**src/rtl/sha256_round_ctrl.sv**
```systemverilog
// SHA-256 round sequencer: accepts padded blocks, expands the message schedule,
// feeds K/W to an external hashcore and folds its final state into the chaining value.
module sha256_round_ctrl #(
    parameter int unsigned NUM_ROUNDS = 64
) (
    input  logic         clk,
    input  logic         rst,
    input  logic         blk_valid,
    output logic         blk_ready,
    input  logic [511:0] blk_data,
    input  logic         blk_first,
    output logic         core_load,
    output logic         core_round_en,
    output logic [31:0]  core_kt,
    output logic [31:0]  core_wt,
    output logic [255:0] core_init,
    input  logic [255:0] core_state,
    output logic [5:0]   round_cnt,
    output logic         busy,
    output logic [255:0] digest,
    output logic         digest_valid,
    input  logic         digest_ready
);

    typedef enum logic [2:0] {
        S_IDLE,
        S_LOAD,
        S_ROUND,
        S_FINAL,
        S_DONE
    } state_t;

    localparam logic [255:0] IV = {
        32'h6a09e667, 32'hbb67ae85, 32'h3c6ef372, 32'ha54ff53a,
        32'h510e527f, 32'h9b05688c, 32'h1f83d9ab, 32'h5be0cd19
    };

    localparam logic [5:0] LAST_ROUND = 6'(NUM_ROUNDS - 1);

    localparam logic [31:0] K_ROM [64] = '{
        32'h428a2f98, 32'h71374491, 32'hb5c0fbcf, 32'he9b5dba5,
        32'h3956c25b, 32'h59f111f1, 32'h923f82a4, 32'hab1c5ed5,
        32'hd807aa98, 32'h12835b01, 32'h243185be, 32'h550c7dc3,
        32'h72be5d74, 32'h80deb1fe, 32'h9bdc06a7, 32'hc19bf174,
        32'he49b69c1, 32'hefbe4786, 32'h0fc19dc6, 32'h240ca1cc,
        32'h2de92c6f, 32'h4a7484aa, 32'h5cb0a9dc, 32'h76f988da,
        32'h983e5152, 32'ha831c66d, 32'hb00327c8, 32'hbf597fc7,
        32'hc6e00bf3, 32'hd5a79147, 32'h06ca6351, 32'h14292967,
        32'h27b70a85, 32'h2e1b2138, 32'h4d2c6dfc, 32'h53380d13,
        32'h650a7354, 32'h766a0abb, 32'h81c2c92e, 32'h92722c85,
        32'ha2bfe8a1, 32'ha81a664b, 32'hc24b8b70, 32'hc76c51a3,
        32'hd192e819, 32'hd6990624, 32'hf40e3585, 32'h106aa070,
        32'h19a4c116, 32'h1e376c08, 32'h2748774c, 32'h34b0bcb5,
        32'h391c0cb3, 32'h4ed8aa4a, 32'h5b9cca4f, 32'h682e6ff3,
        32'h748f82ee, 32'h78a5636f, 32'h84c87814, 32'h8cc70208,
        32'h90befffa, 32'ha4506ceb, 32'hbef9a3f7, 32'hc67178f2
    };

    function automatic logic [31:0] rotr(input logic [31:0] x, input int unsigned n);
        return (x >> n) | (x << (32 - n));
    endfunction

    function automatic logic [31:0] sig0(input logic [31:0] x);
        return rotr(x, 7) ^ rotr(x, 18) ^ (x >> 3);
    endfunction

    function automatic logic [31:0] sig1(input logic [31:0] x);
        return rotr(x, 17) ^ rotr(x, 19) ^ (x >> 10);
    endfunction

    state_t        state_q, state_d;
    logic [255:0]  h_q, h_d;
    logic [511:0]  w_q, w_d;
    logic [5:0]    round_q, round_d;
    logic [255:0]  digest_q, digest_d;
    logic [31:0]   w_new;

    // Word i of the window lives at w_q[511-32*i -: 32]; word 0 is the current Wt.
    always_comb begin
        w_new = sig1(w_q[63:32]) + w_q[223:192] + sig0(w_q[479:448]) + w_q[511:480];
    end

    always_comb begin
        state_d       = state_q;
        h_d           = h_q;
        w_d           = w_q;
        round_d       = round_q;
        digest_d      = digest_q;
        blk_ready     = 1'b0;
        core_load     = 1'b0;
        core_round_en = 1'b0;
        core_kt       = '0;
        core_wt       = '0;
        core_init     = '0;
        busy          = 1'b0;
        digest_valid  = 1'b0;

        case (state_q)
            S_IDLE: begin
                blk_ready = 1'b1;
                if (blk_valid) begin
                    w_d = blk_data;
                    if (blk_first) begin
                        h_d = IV;
                    end
                    state_d = S_LOAD;
                end
            end
            S_LOAD: begin
                busy      = 1'b1;
                core_load = 1'b1;
                core_init = h_q;
                state_d   = S_ROUND;
            end
            S_ROUND: begin
                busy          = 1'b1;
                core_round_en = 1'b1;
                core_kt       = K_ROM[round_q];
                core_wt       = w_q[511:480];
                w_d           = {w_q[479:0], w_new};
                if (round_q == LAST_ROUND) begin
                    round_d = '0;
                    state_d = S_FINAL;
                end else begin
                    round_d = round_q + 6'd1;
                end
            end
            S_FINAL: begin
                busy = 1'b1;
                // Eight independent 32-bit adds: no carry crosses a word boundary.
                for (int unsigned i = 0; i < 8; i++) begin
                    h_d[255 - 32*i -: 32] = h_q[255 - 32*i -: 32] + core_state[255 - 32*i -: 32];
                end
                digest_d = h_d;
                state_d  = S_DONE;
            end
            S_DONE: begin
                digest_valid = 1'b1;
                if (digest_ready) begin
                    state_d = S_IDLE;
                end
            end
            default: begin
                state_d = S_IDLE;
            end
        endcase
    end

    always_ff @(posedge clk) begin
        if (rst) begin
            state_q  <= S_IDLE;
            h_q      <= IV;
            w_q      <= '0;
            round_q  <= '0;
            digest_q <= '0;
        end else begin
            state_q  <= state_d;
            h_q      <= h_d;
            w_q      <= w_d;
            round_q  <= round_d;
            digest_q <= digest_d;
        end
    end

    assign round_cnt = round_q;
    assign digest    = digest_q;

endmodule

```
**config.mk**
```make
export PLATFORM = sky130hd
export DESIGN_NAME = sha256_round_ctrl
export DESIGN_NICKNAME = d
export VERILOG_FILES = /design/src/rtl/sha256_round_ctrl.sv
export SDC_FILE = /design/constraint.sdc
export NUM_CORES = 2
export LEC_CHECK = 0
export ABC_AREA = 1
export BUFFER_PORTS_ARGS = -buffer_cell sky130_fd_sc_hd__buf_2
export CAP_MARGIN = 10
export CORE_AREA = 8 8 520 522
export CTS_CLUSTER_DIAMETER = 200
export CTS_CLUSTER_SIZE = 24
export DETAILED_ROUTE_END_ITERATION = 10
export DIE_AREA = 0 0 528 530
export PLACE_DENSITY_LB_ADDON = 0.2
export SYNTH_ARGS = -nofsm -noshare
export SYNTH_HDL_FRONTEND = slang
export SYNTH_SLANG_ARGS = --single-unit
```
**constraint.sdc**
```tcl
create_clock -name clk -period 6.3 [get_ports clk]
set_input_delay 0 -clock clk [delete_from_list [all_inputs] [get_ports clk]]
set_output_delay 0 -clock clk [all_outputs]
set_load 0.02 [all_outputs]
```
### Word level (Yosys, flattened, before mapping)

Memory sizes are Yosys's and may differ from the RTL's.
Index checks and enable logic that the tools add are counted.

| cells by class | value |
|---|---|
| $add $sub $neg | 12 |
| order comparisons | 1 |
| eq/ne operators | 9 |
| multiplexer cells | 20 |
| bitwise gates (word level) | 9 |
| reductions and logical operators | 7 |

Operator list:

| cell | number |
|---|---|
| case mux 512 bit (2 select lines) | 1 |
| two-way mux 256 bit | 3 |
| two-way mux 512 bit | 1 |
| case mux 256 bit (2 select lines) | 1 |
| adder 32 bit | 11 |
| two-way mux 32 bit | 4 |
| XOR 32 bit | 2 |
| OR 13 x 32 -> 32 bit | 1 |
| OR 14 x 32 -> 32 bit | 1 |
| OR 15 x 32 -> 32 bit | 1 |
| OR 25 x 32 -> 32 bit | 1 |
| XOR 32 x 22 -> 32 bit | 1 |
| XOR 32 x 29 -> 32 bit | 1 |
| case mux 3 bit (5 select lines) | 1 |
| two-way mux 3 bit | 3 |
| inequality test 2 bit (second input constant) | 4 |
| >= comparator 7 bit (second input constant) | 1 |
| inverter 6 -> 7 bit | 1 |
| adder 6 x 1 -> 6 bit (second input constant) | 1 |
| == test 3 x 2 -> 1 bit (second input constant) | 2 |
| == test 6 bit (second input constant) | 1 |
| two-way mux 6 bit | 1 |
| AND reduction 3 bit | 2 |
| two-way mux 1 bit | 5 |
| other kinds (6) | 7 |

| storage, ports and cells | value |
|---|---|
| bits in registers | 1033 |
| ROM bits | 2048 |
| input port bits | 773 |
| output and inout port bits | 587 |
| word-level logic and storage cells | 64 |
| memories kept | 1 |

Memories:

| memory | words | width | read ports | clocked after memory_dff | write ports | RTL line | RTL |
|---|---|---|---|---|---|---|---|
| (no name shown) | 64 | 32 | 1 | 0 | 0 | 118 | `core_kt = K_ROM[round_q];` |

### Logic depth before layout (Yosys ltp)

| depth | value |
|---|---|
| depth in word-level cells | 7 |
| depth in mapped cells | 19 |
| depth with buffers taken out | 18 |

### Worst setup path before layout

No wires, ideal clock.

| timing path | value |
|---|---|
| kind | register -> register |
| from | register w_q[50] |
| to | register w_q[25] |
| library setup time | 0.070 ns |
| data arrival time | 3.253 ns |
| required time | 6.230 ns |
| slack | 2.977 ns |
| stages on the path, launching flop included | 20 |
| path buffers | 1 |
| period minus slack after synthesis | 3.323 ns |
| cell sequence | dfxtp_1 clkbuf_1 xnor2_1 xor2_1 fa_1 inv_1 fa_1 ha_1 fa_1 nand3_1 nand3_1 nand2_1 nand2_1 nand2_1 nand2_1 nand2_1 nand2_1 nand2_1 nand3_1 a21oi_1 |

| between the ends | value |
|---|---|
| word-level cells in the longest chain between the ends | 7 |

RTL lines:

| what | RTL line | RTL |
|---|---|---|
| start, declared | 73 | `logic [511:0] w_q, w_d;` |
| start signal, assigned | 159 | `w_q <= w_d;` |
| OR 15 x 32 -> 32 bit | 60 | `return (x >> n) \| (x << (32 - n));` |
| XOR 32 bit | 68 | `return rotr(x, 17) ^ rotr(x, 19) ^ (x >> 10);` |
| XOR 32 x 22 -> 32 bit * | 68 |  |
| adder 32 bit * (3 in series) | 80 | `w_new = sig1(w_q[63:32]) + w_q[223:192] + sig0(w_q[479:448]) + w_q[511:480];` |
| case mux 512 bit (2 select lines) * | 98 | `case (state_q)` |

Mark *: on every way between the ends. The rest lies on a longest branch, timed or not.
A chain may end at the register's enable or synchronous reset.

### Worst setup path after layout

| timing path | value |
|---|---|
| from | register round_q[2] (netlist: round_cnt[2]) |
| to | output port core_kt[22] |

| between the ends | value |
|---|---|
| word-level cells in the longest chain between the ends | 5 |

RTL lines:

| what | RTL line | RTL |
|---|---|---|
| start, declared | 74 | `logic [5:0] round_q, round_d;` |
| start signal, assigned | 160 | `round_q <= round_d;` |
| inverter 6 -> 7 bit (not written as such) | 118 |  |
| memory read (64 x 32 bit) | n/a |  |
| two-way mux 32 bit (not written as such) (2 in series) | 118 |  |
| two-way mux 32 bit | 98 |  |
| end, declared | 14 | `output logic [31:0] core_kt,` |

No other way between the ends. The select of a mux whose other input is x is not followed.

==> reports/results.tsv <==
stage	metric	value	unit
outcome	outcome	finished clean	
clocking	Max clock buf depth	3	
worst_setup_path	kind of end point of the critical path	output pin	
timing	Final Setup Violations	0	
floorplanning	Starting Density	25.0	%
yosys	Syn Inst Count	10308	
yosys	Seq cells post-synth	1033	
yosys	most frequent cell after synthesis	nand2_1	
yosys	Top FF cell, synth	dfxtp_1	
timing	max-slew violations	0	
clocking	worst skew pair latency	770	ps
timing	Final Hold Viols	0	
yosys	Post-synth top cells	nand2_1 (2625), inv_1 (1541), a21oi_1 (1104)	
worst_setup_path	critical path class	register to output pin	
yosys	Post-Synthesis Cell Area	0.0655	mm^2
yosys	syn nets	11448	
hold_path	path category of the worst min-delay check	input port to register	
pwr	PwrDens	337	mW/mm^2
route	Initial DRC Count	6473	
grt	initial antenna violation count	102	
timing	Fmax achieved	244	MHz
place	GPL Wtd Cong	0.994	
place	Post-Place Cell Area	0.0753	mm^2
layout	fin area	0.0846	mm^2
clocking	root buf cell	clkbuf_16	
timing	fin crit share	65.0	%
pwr	Peak VDD IR	393	uV
worst_setup_path	worst-case reg-to-reg path depth	15	
yosys	area share of the leading cell type in the synthesized netlist	31.6	%
yosys	leading area contributor after synthesis	dfxtp_1	
route	Routed Wire Length	379000	um
worst_setup_path	largest stage delay on the critical path	890	ps
grt	vias in the first global route	72273	
yosys	Post-synth EDFFs	0	
worst_setup_path	Worst setup SP type	register	
grt	grt ovf	0	
route	DR vias/cell	4.80	
hold_path	hold path depth	6	
yosys	Async SR Flop Fraction	0	%
layout	Layout area overhead	29.2	%
flow_run	Max Cap Violations	0	
worst_setup_path	crit path DAT	4100	ps
clocking	H-tree levels	2	
hold_path	HP Start	core_state[188]	
layout	final core occ	32.3	%
route	# DRC	0	
timing	Final min period	4100	ps
timing	RSZ-0062 raised after global routing	no	
layout	Nets	13177	
grt	first-pass GRT wire length	530000	um
floorplanning	Core Area	0.262	mm^2
hold_path	worst min-delay path endpoint	h_q[188]	
grt	largest net degree at the start of global routing	276	
grt	GRT Util Overall	25.5	%
place	IO buf count	1359	
floorplanning	row count	188	
worst_setup_path	r2r startpoint	h_q[224]	
floorplanning	Die Y	530	um
worst_setup_path	Slowest cell on crit path	dfxtp_2	
yosys	Mean Syn Cell Area	6.35	um^2
worst_setup_path	Cell Chain, Critical Path	inv_1, nand2_1, inv_1, nor2_1, o21a_1, o211ai_1, nor2_1, buf_2	
pwr	Tot Pwr	28500	uW
worst_setup_path	worst path required time	6300	ps
route	Vias	74995	
worst_setup_path	flop-to-flop setup slack	2320	ps
layout	share of cells above drive strength 1	12.6	%
yosys	register area share after synthesis	31.6	%
pwr	leakage power	0.0424	uW
route	drt wl/cell	24.3	um
timing	setup TNS	0	ps
worst_setup_path	Max FO, Critical Path	36	
clocking	CTS tree	built	
worst_setup_path	RR Endpoint	h_q[255]	
timing	Slew @ Worst Pin	1170	ps
timing	max_slew headroom	21.9	%
clocking	post-CTS setup buffer count	0	
route	Final ANT Viol Nets	0	
yosys	count of different cell masters after synthesis	42	
yosys	synth top area cells	dfxtp_1 (32%), nand2_1 (15%), inv_1 (8.8%)	
yosys	Synth Warn #	0	
clocking	Worst-path clk slew	110	ps
clocking	Num CTS Buffers	49	
route	Pre-antenna DRT Iters	6	
floorplanning	Die ar.	0.280	mm^2
place	DP Wirelength	304000	um
timing	clk_skew	63.3	ps
clocking	clk sinks	1033	
floorplanning	number of I/O pins	1360	
floorplanning	die width	528	um
cells by family after synthesis:
logic type | synth area share, %
flops | 31.6
compound gates | 20.7
fa+ha+maj | 7.81
xor+xnor | 2.55
simple gates | 25.3
buf+inv | 12.0
worst max-delay path: cells and delay by family (launching register included):
family	cells	cell delay, ps
buffers and inverters	3	1080
and+or+nand+nor	3	1070
DFF	1	890
AOI/OAI and AO/OA	2	300
per-layer routing:
metal  track usage, %  routed length (um)  vias up  share of wire (%)
li1                 -                   -    36757                  -
met1             30.2              152000    34722                 40
met2             43.3              177000     2817                 47
met3             4.90               24500      665                6.5
met4             14.2               25900       34                6.8
met5                0                 215        -              0.057
flip-flops by register name (all words and copies together), names as in the netlist:
name and count:
digest 256, state_q 3, w_q 512, round_cnt 6, h_q 256
final cells by class:
cell class / count / area [um^2]
Fill cell: 29300 / 177000
Multi-Input combinational cell: 7208 / 37000
Sequential cell: 1033 / 20700
Timing Repair Buffer: 2195 / 15200
Inverter: 1550 / 5860
Tap cell: 3515 / 4400
Clock buffer: 51 / 1240
Antenna cell: 60 / 150
Clock inverter: 5 / 93.8
cells in the final DEF (no fill, tap or decap), drive strengths merged, types with 13 or more instances in the layout:
cell type,Yosys,final
nand3,447,447
dfxtp,1033,1033
a31oi,14,14
xor2,73,73
or2,36,36
o22ai,487,487
dlygate4sd3,0,784
buf,96,1411
fa,70,70
a21o,17,17
inv,1546,1549
and2,20,20
o21ai,727,727
diode,0,60
nand2,2625,2625
o211ai,80,80
ha,297,297
clkbuf,421,51
nor2,874,874
nand4,53,53
nand3b,13,13
o21bai,27,27
a211oi,15,15
xnor2,118,118
nor3,69,69
a21oi,1104,1104
how the worst max path moves through the flow:
stage / slack, ps / cells after the start / from / end
after floorplan: 2980 / 19 / w_q[50] / w_q[25]
final: 2200 / 8 / round_cnt[2] / core_kt[22]
after CTS: 2290 / 7 / round_cnt[2] / core_kt[26]
after global routing: 2050 / 8 / round_cnt[2] / core_kt[22]
after global placement: 2540 / 16 / w_q[50] / w_q[29]
after detailed placement: 2500 / 18 / w_q[50] / w_q[25]
through the flow:
stage	hold slack (ps)	cells	setup slack, ps
after global routing	37.1	15596	2050
after detailed placement	288	14717	2500
after CTS	3.38	15557	2290
after global placement	287	14717	2540
final	44.0	15617	2200
after floorplan	190	10308	2980
power breakdown:
group / internal (uW) / switching, uW / leakage [uW]
registers: 7600 / 1070 / 0.00847
logic: 5010 / 10800 / 0.0332
clock network: 1440 / 2550 / 0.000651
timing repair:
action / CTS / global route
hold buffers: 784 / 0
hold endpoints to repair: 976 / 0
gates resized for setup: 0 / 0
Note: power is estimated with default switching activity, not from simulation.
